### config.mk
export PLATFORM = sky130hd
export DESIGN_NAME = tick_nbit_cnt
export DESIGN_NICKNAME = d
export VERILOG_FILES = /design/src/rtl/tick_nbit_cnt.sv
export SDC_FILE = /design/constraint.sdc
export NUM_CORES = 1
export LEC_CHECK = 0
export CAP_MARGIN = 20
export CELL_PAD_IN_SITES_DETAIL_PLACEMENT = 0
export CELL_PAD_IN_SITES_GLOBAL_PLACEMENT = 1
export CORE_ASPECT_RATIO = 0.6
export CORE_UTILIZATION = 43
export CTS_CLUSTER_DIAMETER = 200
export DETAILED_ROUTE_END_ITERATION = 10
export PLACE_DENSITY_LB_ADDON = 0.1
export SYNTH_ARGS = -nofsm -noshare
export SYNTH_HDL_FRONTEND = slang
export SYNTH_SLANG_ARGS = --single-unit
### constraint.sdc
create_clock -name clk -period 2.5 [get_ports clk]
set_input_delay 0.25 -clock clk [delete_from_list [all_inputs] [get_ports clk]]
set_output_delay 0.25 -clock clk [all_outputs]
set_load 0.02 [all_outputs]
### src/rtl/tick_nbit_cnt.sv
`default_nettype none
// ============================================================================
// Module      : tick_nbit_cnt
// Description : Single-clock N-bit modulo up/down counter. It advances on an
//               internal prescaler tick (a clock enable), not on a derived
//               clock. It has a synchronous clamped parallel load, a count
//               enable, and registered tick/wrap pulses.
// Revision    : 1.0 - initial release
// ============================================================================
module tick_nbit_cnt #(
    parameter int WIDTH   = 4,
    parameter int MODULUS = 16,
    parameter int DIV     = 50000000
) (
    input  logic             clk,
    input  logic             clr,
    input  logic             en,
    input  logic             up,
    input  logic             ld,
    input  logic [WIDTH-1:0] d,
    output logic [WIDTH-1:0] Q,
    output logic [WIDTH-1:0] Qb,
    output logic             tick,
    output logic             wrap
);

    // Prescaler width is ceil(log2(DIV)), with a minimum of one bit.
    localparam int              c_PW  = (DIV > 1) ? $clog2(DIV) : 1;
    localparam logic [WIDTH-1:0] c_MAX = WIDTH'(MODULUS - 1);

    logic             w_step;
    logic [WIDTH-1:0] w_load_val;
    logic [WIDTH-1:0] r_q;
    logic             r_tick;
    logic             r_wrap;

    generate
        if (DIV == 1) begin : g_div_one
            // No prescaler is needed: every enabled cycle is a step.
            assign w_step = en;
        end else begin : g_div_n
            localparam logic [c_PW-1:0] c_DIV_LAST = c_PW'(DIV - 1);

            logic [c_PW-1:0] r_presc;

            // Prescaler: a load restarts it, and it holds its position while
            // en is low so that no step is lost or duplicated.
            always_ff @(posedge clk or posedge clr) begin
                if (clr) begin
                    r_presc <= '0;
                end else if (ld) begin
                    r_presc <= '0;
                end else if (en) begin
                    if (r_presc == c_DIV_LAST) begin
                        r_presc <= '0;
                    end else begin
                        r_presc <= r_presc + c_PW'(1);
                    end
                end
            end

            assign w_step = en && (r_presc == c_DIV_LAST);
        end
    endgenerate

    // An out-of-range load value is clamped to the top of the count range.
    assign w_load_val = (d > c_MAX) ? c_MAX : d;

    // Counter update with priority load > step > hold. tick and wrap are
    // registered alongside Q so that they line up with the new Q value.
    always_ff @(posedge clk or posedge clr) begin
        if (clr) begin
            r_q    <= '0;
            r_tick <= 1'b0;
            r_wrap <= 1'b0;
        end else if (ld) begin
            r_q    <= w_load_val;
            r_tick <= 1'b0;
            r_wrap <= 1'b0;
        end else if (w_step) begin
            r_tick <= 1'b1;
            if (up) begin
                r_wrap <= (r_q == c_MAX);
                r_q    <= (r_q == c_MAX) ? '0 : r_q + WIDTH'(1);
            end else begin
                r_wrap <= (r_q == '0);
                r_q    <= (r_q == '0) ? c_MAX : r_q - WIDTH'(1);
            end
        end else begin
            r_tick <= 1'b0;
            r_wrap <= 1'b0;
        end
    end

    assign Q    = r_q;
    assign Qb   = ~r_q;
    assign tick = r_tick;
    assign wrap = r_wrap;

endmodule
`default_nettype wire

Word level (Yosys, flattened, before mapping)

Index checks and enable logic that the tools add are counted.

Register bits after elaboration: 32
Input bits: 9
Output and inout bits: 10
Logic and storage cells: 29

Add/subtract/negate cells: 3
Order comparisons: 1
Equal/unequal tests: 2
Muxes and demuxes: 14
Bitwise gates (word level): 1
Reduce and logical (&&, ||, !) cells: 4

Operator list:

| cell                                             | number |
|---|---|
| two-way mux 26 bit                               | 3 |
| adder 26 x 1 -> 26 bit, second input constant    | 1 |
| == test 26 bit, second input constant            | 1 |
| two-way mux 4 bit                                | 6 |
| two-way mux 1 bit                                | 5 |
| adder 4 x 1 -> 4 bit, second input constant      | 1 |
| == test 4 bit, second input constant             | 1 |
| > comparator 4 bit, second input constant        | 1 |
| logical NOT 4 bit                                | 1 |
| NOT 4 bit                                        | 1 |
| nonzero test 2 bit                               | 2 |
| subtractor 4 x 1 -> 4 bit, second input constant | 1 |
| logical AND 1 bit                                | 1 |

Logic depth before layout (Yosys ltp)

Gate-level depths: netlist of the first run.

Depth in word-level cells: 5
Depth in mapped cells: 7
Depth with buffers taken out: 7

Worst setup path before layout of the first run

OpenSTA, ideal clock, no wires.

Path kind: register -> register
Start: register r_q[0] (netlist: Q[0])
End: register r_q[0] (netlist: Q[0])
Setup time: 0.064 ns
Arrival: 1.826 ns
Required time: 2.436 ns
Path slack: 0.609 ns
Cell stages (with the launch flop): 8
Path buffers: 0
Period minus slack after synthesis: 1.891 ns
Cell sequence: dfrtp_1 -> inv_1 -> ha_1 -> or3b_2 -> a21oi_1 -> a21oi_1 -> mux2i_1 -> mux2_2

Longest elaborated chain between the ends: 5
Elaborated cells on any way between the ends: 9
Those cells by class: 2 x add/sub; 1 x eq/ne; 5 x mux; 1 x reduce/logical

Ends and longest elaborated chain:

| element                                                 | line   | RTL |
|---|---|---|
| start: declaration                                      | 33     | `logic [WIDTH-1:0] r_q;` |
| start signal: assignment                                | 77     | `r_q <= w_load_val;` |
| start signal: assignment                                | 84     | `r_q <= (r_q == c_MAX) ? '0 : r_q + WIDTH'(1);` |
| start signal: assignment                                | 87     | `r_q <= (r_q == '0) ? c_MAX : r_q - WIDTH'(1);` |
| subtractor 4 x 1 -> 4 bit, or another cell as far along | 87     |  |
| two-way mux 4 bit (on tied branches)                    | 87, 84 |  |
| two-way mux 4 bit *                                     | 82     | `if (up) begin` |
| two-way mux 4 bit *                                     | 80     | `end else if (w_step) begin` |
| two-way mux 4 bit *                                     | 76     | `end else if (ld) begin` |

Every way passes the cells marked *; elsewhere a longest branch is shown, timed or not. The select of a mux whose other input is x is not followed.
A chain may end at the register's enable or synchronous reset.

Worst setup path in the final report of the first run

Start: register g_div_n.r_presc[9]
End: register r_q[3] (netlist: Q[3])

Longest elaborated chain between the ends: 3

Ends and longest elaborated chain:

| element                      | line | RTL |
|---|---|---|
| start: declaration           | 44   | `logic [c_PW-1:0] r_presc;` |
| start signal: assignment     | 57   | `r_presc <= r_presc + c_PW'(1);` |
| == test 26 bit               | 62   | `assign w_step = en && (r_presc == c_DIV_LAST);` |
| logical AND 1 bit            | 62   |  |
| nonzero test 2 bit (no line) | --   |  |

Every way passes these cells.

==> results of run 1 <==
[stage by stage]
step	setup slack (ns)	utilization, %	instance area, µm²	hold WS [ns]	cells
finish	0.526	56.2	2150	0.356	261
global route	0.408	56.2	2150	0.403	261
global placement	0.343	53.9	2060	0.515	253
CTS	0.536	56.2	2150	0.378	261
detailed placement	0.281	53.9	2060	0.551	253
floorplan	0.609	-	1800	0.366	187
[state kept, by name, summed over array words and instances, names as in the netlist]
| name | count |
|---|---|
| tick | 1 |
| wrap | 1 |
| g_div_n.r_presc | 26 |
| Q | 4 |
[cells by family (layout without fill, tap and decap cells)]
logic type	after synthesis	after routing
adder cells (fa/ha/maj)	3	3
XOR/XNOR	24	24
multiplexers	6	6
AND/OR/NAND/NOR	89	89
flip-flops	32	32
buffers and inverters	16	43
AO/OA/AOI/OAI	17	17
[placed cells by master, fill, tap and decap left out, drive strengths merged, types with 6 or more instances in the layout]
cell,Yosys,final
xor2,14,14
dfrtp,32,32
clkbuf,2,8
nand4,9,9
clkdlybuf4s50,0,18
nor2,30,30
nand3,12,12
xnor2,10,10
nand2,10,10
buf,3,6
inv,11,11
[worst min-delay path, delay by kind of cell]
kind,cells,cell delay [ns]
buf+inv,3,0.81
[path summary, 6_finish.rpt]
kind	slack, ns	end	startpoint
max	0.53	Q[3]	g_div_n.r_presc[9]
max in group asynchronous	1.84	g_div_n.r_presc[16]	clr
min	0.36	g_div_n.r_presc[21]	clr
max reg2reg	0.53	Q[3]	g_div_n.r_presc[9]
min reg2reg	0.56	g_div_n.r_presc[22]	g_div_n.r_presc[22]
min in group clk	0.52	Q[2]	d[2]
[metal layers]
metal | share of wire, % | track usage, % | vias up
met5 | 0 | 0 | -
met4 | 2.6 | 8.89 | 0
met3 | 5.9 | 5.56 | 11
met2 | 42 | 31.2 | 41
met1 | 49 | 27.1 | 701
li1 | - | - | 705
[final cells by class]
| class | instances | area [µm²] | share of cell area (%) |
|---|---|---|---|
| clock buffer | 8 | 90.1 | 4.19 |
| inverter | 11 | 41.3 | 1.92 |
| multi-input combinational | 139 | 936 | 43.5 |
| sequential | 32 | 801 | 37.2 |
| tap | 47 | 58.8 | 2.73 |
| timing repair buffer | 24 | 225 | 10.5 |
[power groups by stage]
stage | Clock (mW) | Combinational [mW] | Sequential (mW)
after floorplan | 0 | 0.0671 | 0.554
after global placement | 0 | 0.124 | 0.549
after detailed placement | 0 | 0.125 | 0.550
after CTS | 0.420 | 0.126 | 0.540
after global routing | 0.444 | 0.138 | 0.542
final | 0.405 | 0.124 | 0.541
==> impl_metrics.csv, run 1 <==
group,metric,value,unit
detailed_routing,drc,0,
critical_path,cp.buffers_inverters,0,
cts,cts.sinks,32,
cts,ctsHoldBuffers,0,
die,chipHeight,52.1,µm
placement,place_congestion,0.811,
finish,fillers,350,
finish,drive_gt1_share,12.6,%
synthesis,syn-mean-instance-area,9.63,µm²
global_route,grt_usage,20.3,%
synthesis,ys_seq_elements,32,
die,start_util,47.0,%
detailed_routing,wl,3900,µm
cts,clk_latency,0.28,ns
synthesis,synthTopCellsByArea,"dfrtp_1 44%, xor2_1 6.8%, nor2_1 6.3%, xnor2_1 4.9%, nand3_1 3.3%",
sta,max-slew-margin-rel,67.6,%
sta,setup_viol,0,
synthesis,synth_top_family_by_area,"simple AND/OR/NAND/NOR gates",
cts,clk_pin_slew_worst_paths,0.07,ns
synthesis,synth_top_area_share,44.5,%
power_and_ir_drop,p_int,0.808,mW
finish,n_antenna_cell,0,
sta,skew,0.00428,ns
detailed_routing,dr.pass1.iters,4,
synthesis,synth_warnings,0,
power_and_ir_drop,p_comb_share,11.6,%
die,io-pin-count,19,
sta,grt_setup_unrepaired,"no",
power_and_ir_drop,irDropWorstVdd,300,µV
synthesis,yosysUniqueCellTypes,41,
synthesis,muxShareOfSynthArea,3.54,%
global_route,grt_overflow,0,
power_and_ir_drop,switching_share,24.4,%
critical_path,crit_slowest_cell,"dfrtp_1",
cts,post_cts_buffers,0,
cts,htreeDepth,2,
synthesis,yosys.area.top_type,"dfrtp_1",
critical_path,path_cells,"nor3b_1, nand4_2, or3_4, nor4_2, o31ai_1",
global_route,antenna_found_initial,0,
detailed_routing,vias_per_cell,5.59,
critical_path,critPathKind,"flip-flop to flip-flop",
die,die_x,85.5,µm
cts,ctsLongestPathBuffers,2,
critical_path,crit_path_max_fanout,6,
cts,numCtsBuffers,5,
synthesis,synthSimpleGateAreaFrac,28.1,%
cts,cts_root_buf,"clkbuf_8",
synthesis,synthMostInstantiatedCell,"dfrtp_1",
die,core,3830,µm²
die,rows,17,
sta,hold_viol,0,
finish,fin_nets,225,
synthesis,syn_area,1800,µm²
critical_path,critPathLaunchType,"flip-flop",
synthesis,yosysSeqAreaShare,44.5,%
global_route,grt_first_pass_wirelength,6640,µm
critical_path,rr_worst_depth,5,
power_and_ir_drop,p_per_area,497,nW/µm²
critical_path,arrival,2.14,ns
power_and_ir_drop,p_total,1.07,mW
synthesis,synth-xor-area-share,11.7,%
synthesis,synthArstFlopShare,100,%
placement,dp_hpwl,2880,µm
critical_path,slowest_delay,0.45,ns
sta,min_period,1.97,ns
synthesis,syn_nets,199,
global_route,grt_start_max_net_pins,33,
sta,drv_slew,0,
cts,cts_tree,"done",
synthesis,synth_cells,187,
placement,port_buffers,18,
worst_hold_path,hold_path.class,"input port to async pin",
detailed_routing,drt_iter0_drc,91,
global_route,grt_pass1_vias,1449,
sta,tns,0,ns
synthesis,synth-compound-area-share,6.60,%
critical_path,endpoint_kind,"flip-flop",
finish,area_growth,19.5,%
power_and_ir_drop,p_seq_share,50.6,%
critical_path,critPathRequiredTime,2.66,ns
sta,final.period_utilization,78.9,%
synthesis,yosys_most_used_dff,"dfrtp_1",
outcome,status,"finished clean",
synthesis,ys_top_cells_by_count,"32 x dfrtp_1, 30 x nor2_1, 14 x xor2_1, 12 x nand3_1, 11 x inv_1",
power_and_ir_drop,leakagePower,0.900,nW
detailed_routing,ant_nets,0,
run,cap_viol_max_count,0,
critical_path,critPathTopFamily,"simple AND/OR/NAND/NOR gates",
sta,fmax,507,MHz
sta,worst_pin_slew,0.474,ns
critical_path,cp.depth,5,
die,die_area,4460,µm²
power_and_ir_drop,p_sw,0.261,mW
detailed_routing,wl_per_cell,14.9,µm
synthesis,synth_edf_count,0,
power_and_ir_drop,p_clk_share,37.8,%
detailed_routing,via_count,1458,
synthesis,synthAdderAreaFrac,2.08,%
cts,cts_resized,0,
Power figures use the tool's default switching activity.
==> inputs of run 2 (changes only) <==
--- a/config.mk
+++ b/config.mk
@@ -9,7 +9,7 @@
 export CELL_PAD_IN_SITES_DETAIL_PLACEMENT = 0
 export CELL_PAD_IN_SITES_GLOBAL_PLACEMENT = 1
 export CORE_ASPECT_RATIO = 0.6
-export CORE_UTILIZATION = 43
+export CORE_UTILIZATION = 39
 export CTS_CLUSTER_DIAMETER = 200
 export DETAILED_ROUTE_END_ITERATION = 10
 export PLACE_DENSITY_LB_ADDON = 0.1
==> constraint.sdc (replaced) <==
create_clock -name clk -period 1.8 [get_ports clk]
set_input_delay 0.18 -clock clk [delete_from_list [all_inputs] [get_ports clk]]
set_output_delay 0.18 -clock clk [all_outputs]
set_load 0.02 [all_outputs]
==> run 2 against run 1 <==
Register-to-register slack lost 0.46 ns. Final area grew 15%. Highest routed layer is now met3. Worst hold slack lost 0.061 ns. Worst setup slack lost 0.46 ns. Sequential share of layout area shrank 4.7 points. Combinational power grew 88%. Clock power grew 48%. Clock skew shrank 0.0010 ns. Sequential power grew 38%.
==> impl_metrics.csv, run 2 (synthesis gave the netlist of run 1 again) <==
group,metric,value,unit
outcome,status,"finished clean",
global_route,grt_first_pass_wirelength,6780,µm
detailed_routing,met3_length,148,µm
placement,dp_hpwl,2990,µm
detailed_routing,drt_iter0_drc,58,
critical_path,crit_path_max_fanout,3,
die,start_util,42.3,%
critical_path,critPathLaunchType,"flip-flop",
detailed_routing,ant_nets,0,
detailed_routing,drt-met1-wl,2190,µm
global_route,grt_start_max_net_pins,33,
power_and_ir_drop,p_seq_share,47.3,%
finish,n_antenna_cell,0,
die,die_x,89.7,µm
power_and_ir_drop,switching_share,24.8,%
finish,final_common_cell,"buf_4",
finish,fillers,395,
cts,cts_root_buf,"clkbuf_8",
sta,setup_viol,0,
global_route,antenna_found_initial,0,
detailed_routing,wl_met2,1910,µm
finish,largest_register,"g_div_n.r_presc",
critical_path,critPathKind,"flip-flop to flip-flop",
detailed_routing,dr.pass1.iters,4,
sta,worst_pin_slew,0.618,ns
placement,place_congestion,0.854,
sta,drv_slew,0,
cts,cts.sinks,32,
critical_path,endpoint_kind,"flip-flop",
finish,multi_input_area,975,µm²
power_and_ir_drop,p_total,1.58,mW
run,cap_viol_max_count,0,
die,chipHeight,54.6,µm
detailed_routing,wl,4250,µm
power_and_ir_drop,p_clk_share,38.0,%
cts,clk_pin_slew_worst_paths,0.07,ns
finish,fin_nets,257,
cts,cts_tree,"done",
detailed_routing,wl_per_cell,13.9,µm
cts,numCtsBuffers,5,
finish,seq_area,803,µm²
power_and_ir_drop,leakagePower,1.08,nW
global_route,grt_pass1_vias,1415,
critical_path,rr_worst_depth,8,
critical_path,r2r_start,"g_div_n.r_presc[1]",
sta,hold_ws,0.295,ns
finish,drive_gt1_share,28.2,%
sta,skew,0.00326,ns
die,core,4260,µm²
die,die_area,4900,µm²
power_and_ir_drop,p_comb_share,14.8,%
critical_path,r2r_slack,0.06,ns
critical_path,critPathRequiredTime,1.97,ns
cts,ctsHoldBuffers,0,
global_route,grt_usage,18.2,%
sta,min_period,1.74,ns
worst_hold_path,hold_path.class,"input port to async pin",
power_and_ir_drop,p_sw,0.391,mW
placement,pre_cts_ws,-0.114,ns
cts,htreeDepth,2,
power_and_ir_drop,p_int,1.19,mW
sta,worst_slack,0.0633,ns
power_and_ir_drop,p_per_area,640,nW/µm²
global_route,grt_overflow,0,
sta,hold_viol,0,
sta,max-slew-margin-rel,58.3,%
power_and_ir_drop,irDropWorstVdd,416,µV
sta,final.period_utilization,96.5,%
detailed_routing,vias_per_cell,4.97,
die,io-pin-count,19,
critical_path,worstReg2RegEnd,"Q[2]",
sta,fmax,576,MHz
detailed_routing,drc,0,
die,rows,18,
sta,grt_setup_unrepaired,"yes",
finish,final_cell_mix,"37 x buf_4, 30 x dfrtp_1, 30 x nor2_1, 18 x clkdlybuf4s50_1, 14 x xor2_1",
cts,clk_latency,0.28,ns
placement,port_buffers,18,
detailed_routing,via_count,1515,
detailed_routing,top_layer_used,"met3",
cts,ctsLongestPathBuffers,2,
finish,final_util,58.0,%
finish,largest_register_ffs,26,
critical_path,arrival,1.90,ns
finish,area_growth,37.1,%
==> run 2: cell types whose count changed in the layout (fill, tap and decap cells not counted), moves of 2 or more <==
cell and change:
ha_2 +2, inv_2 +2, inv_1 -2, clkbuf_1 -2
buf_4 +31, dfrtp_1 -2, nor4_4 +2, ha_1 -2
dfrtp_2 +2
==> run 2: layout make-up <==
type | instances | area share, %
clock buffer | 7 | 3.90
sequential | 32 | 32.5
inverter | 11 | 1.67
tap | 60 | 3.04
timing repair buffer | 56 | 19.4
multi-input combinational | 139 | 39.5
==> run 2: power by group through the flow <==
stage | registers, mW | logic (mW) | clock network [mW]
finish | 0.747 | 0.233 | 0.600
global route | 0.748 | 0.252 | 0.662
CTS | 0.746 | 0.211 | 0.621
detailed placement | 0.760 | 0.210 | 0
global placement | 0.759 | 0.207 | 0
floorplan | 0.770 | 0.0935 | 0
==> run 2: through the flow <==
stage	instance area (µm²)	std cells	setup TNS, ns
3_5_place_dp	2290	292	-0.218
2_1_floorplan	1800	187	0
4_1_cts	2380	299	0
3_3_place_gp	2290	292	-0.102
6_report	2470	305	0
5_1_grt	2470	305	-0.0443
==> run 2: per-layer routing <==
| metal | vias to the layer above | track usage, % |
|---|---|---|
| li1 | 765 | - |
| met1 | 732 | 24.7 |
| met2 | 18 | 30.5 |
| met3 | 0 | 4.86 |
| met4 | 0 | 2.46 |
| met5 | - | 0 |
==> run 2: worst max-delay path, cell delays in order (launching register included) <==
cell and delay [ns]:
dfrtp_1 0.37, ha_2 0.19, and2_4 0.13, nand4_1 0.17, buf_4 0.19, buf_4 0.13, nor4_4 0.23, xnor2_1 0.15
o21ai_1 0.07
==> run 2: timing repair <==
action                                  4_1_cts  5_1_grt
buffers inserted                              0        6
endpoints found under the setup margin        0        4
gates resized for setup                       0       11
==> run 2: worst max path at each step <==
stage | from | endpoint | slack, ns | depth (start not counted)
after floorplan | Q[0] | Q[0] | 0.0001 | 7
after global placement | en | Q[3] | -0.07 | 6
after detailed placement | en | Q[3] | -0.11 | 6
after CTS | g_div_n.r_presc[1] | Q[3] | 0.02 | 6
after global routing | g_div_n.r_presc[1] | Q[3] | -0.02 | 6
final | g_div_n.r_presc[1] | Q[2] | 0.06 | 8
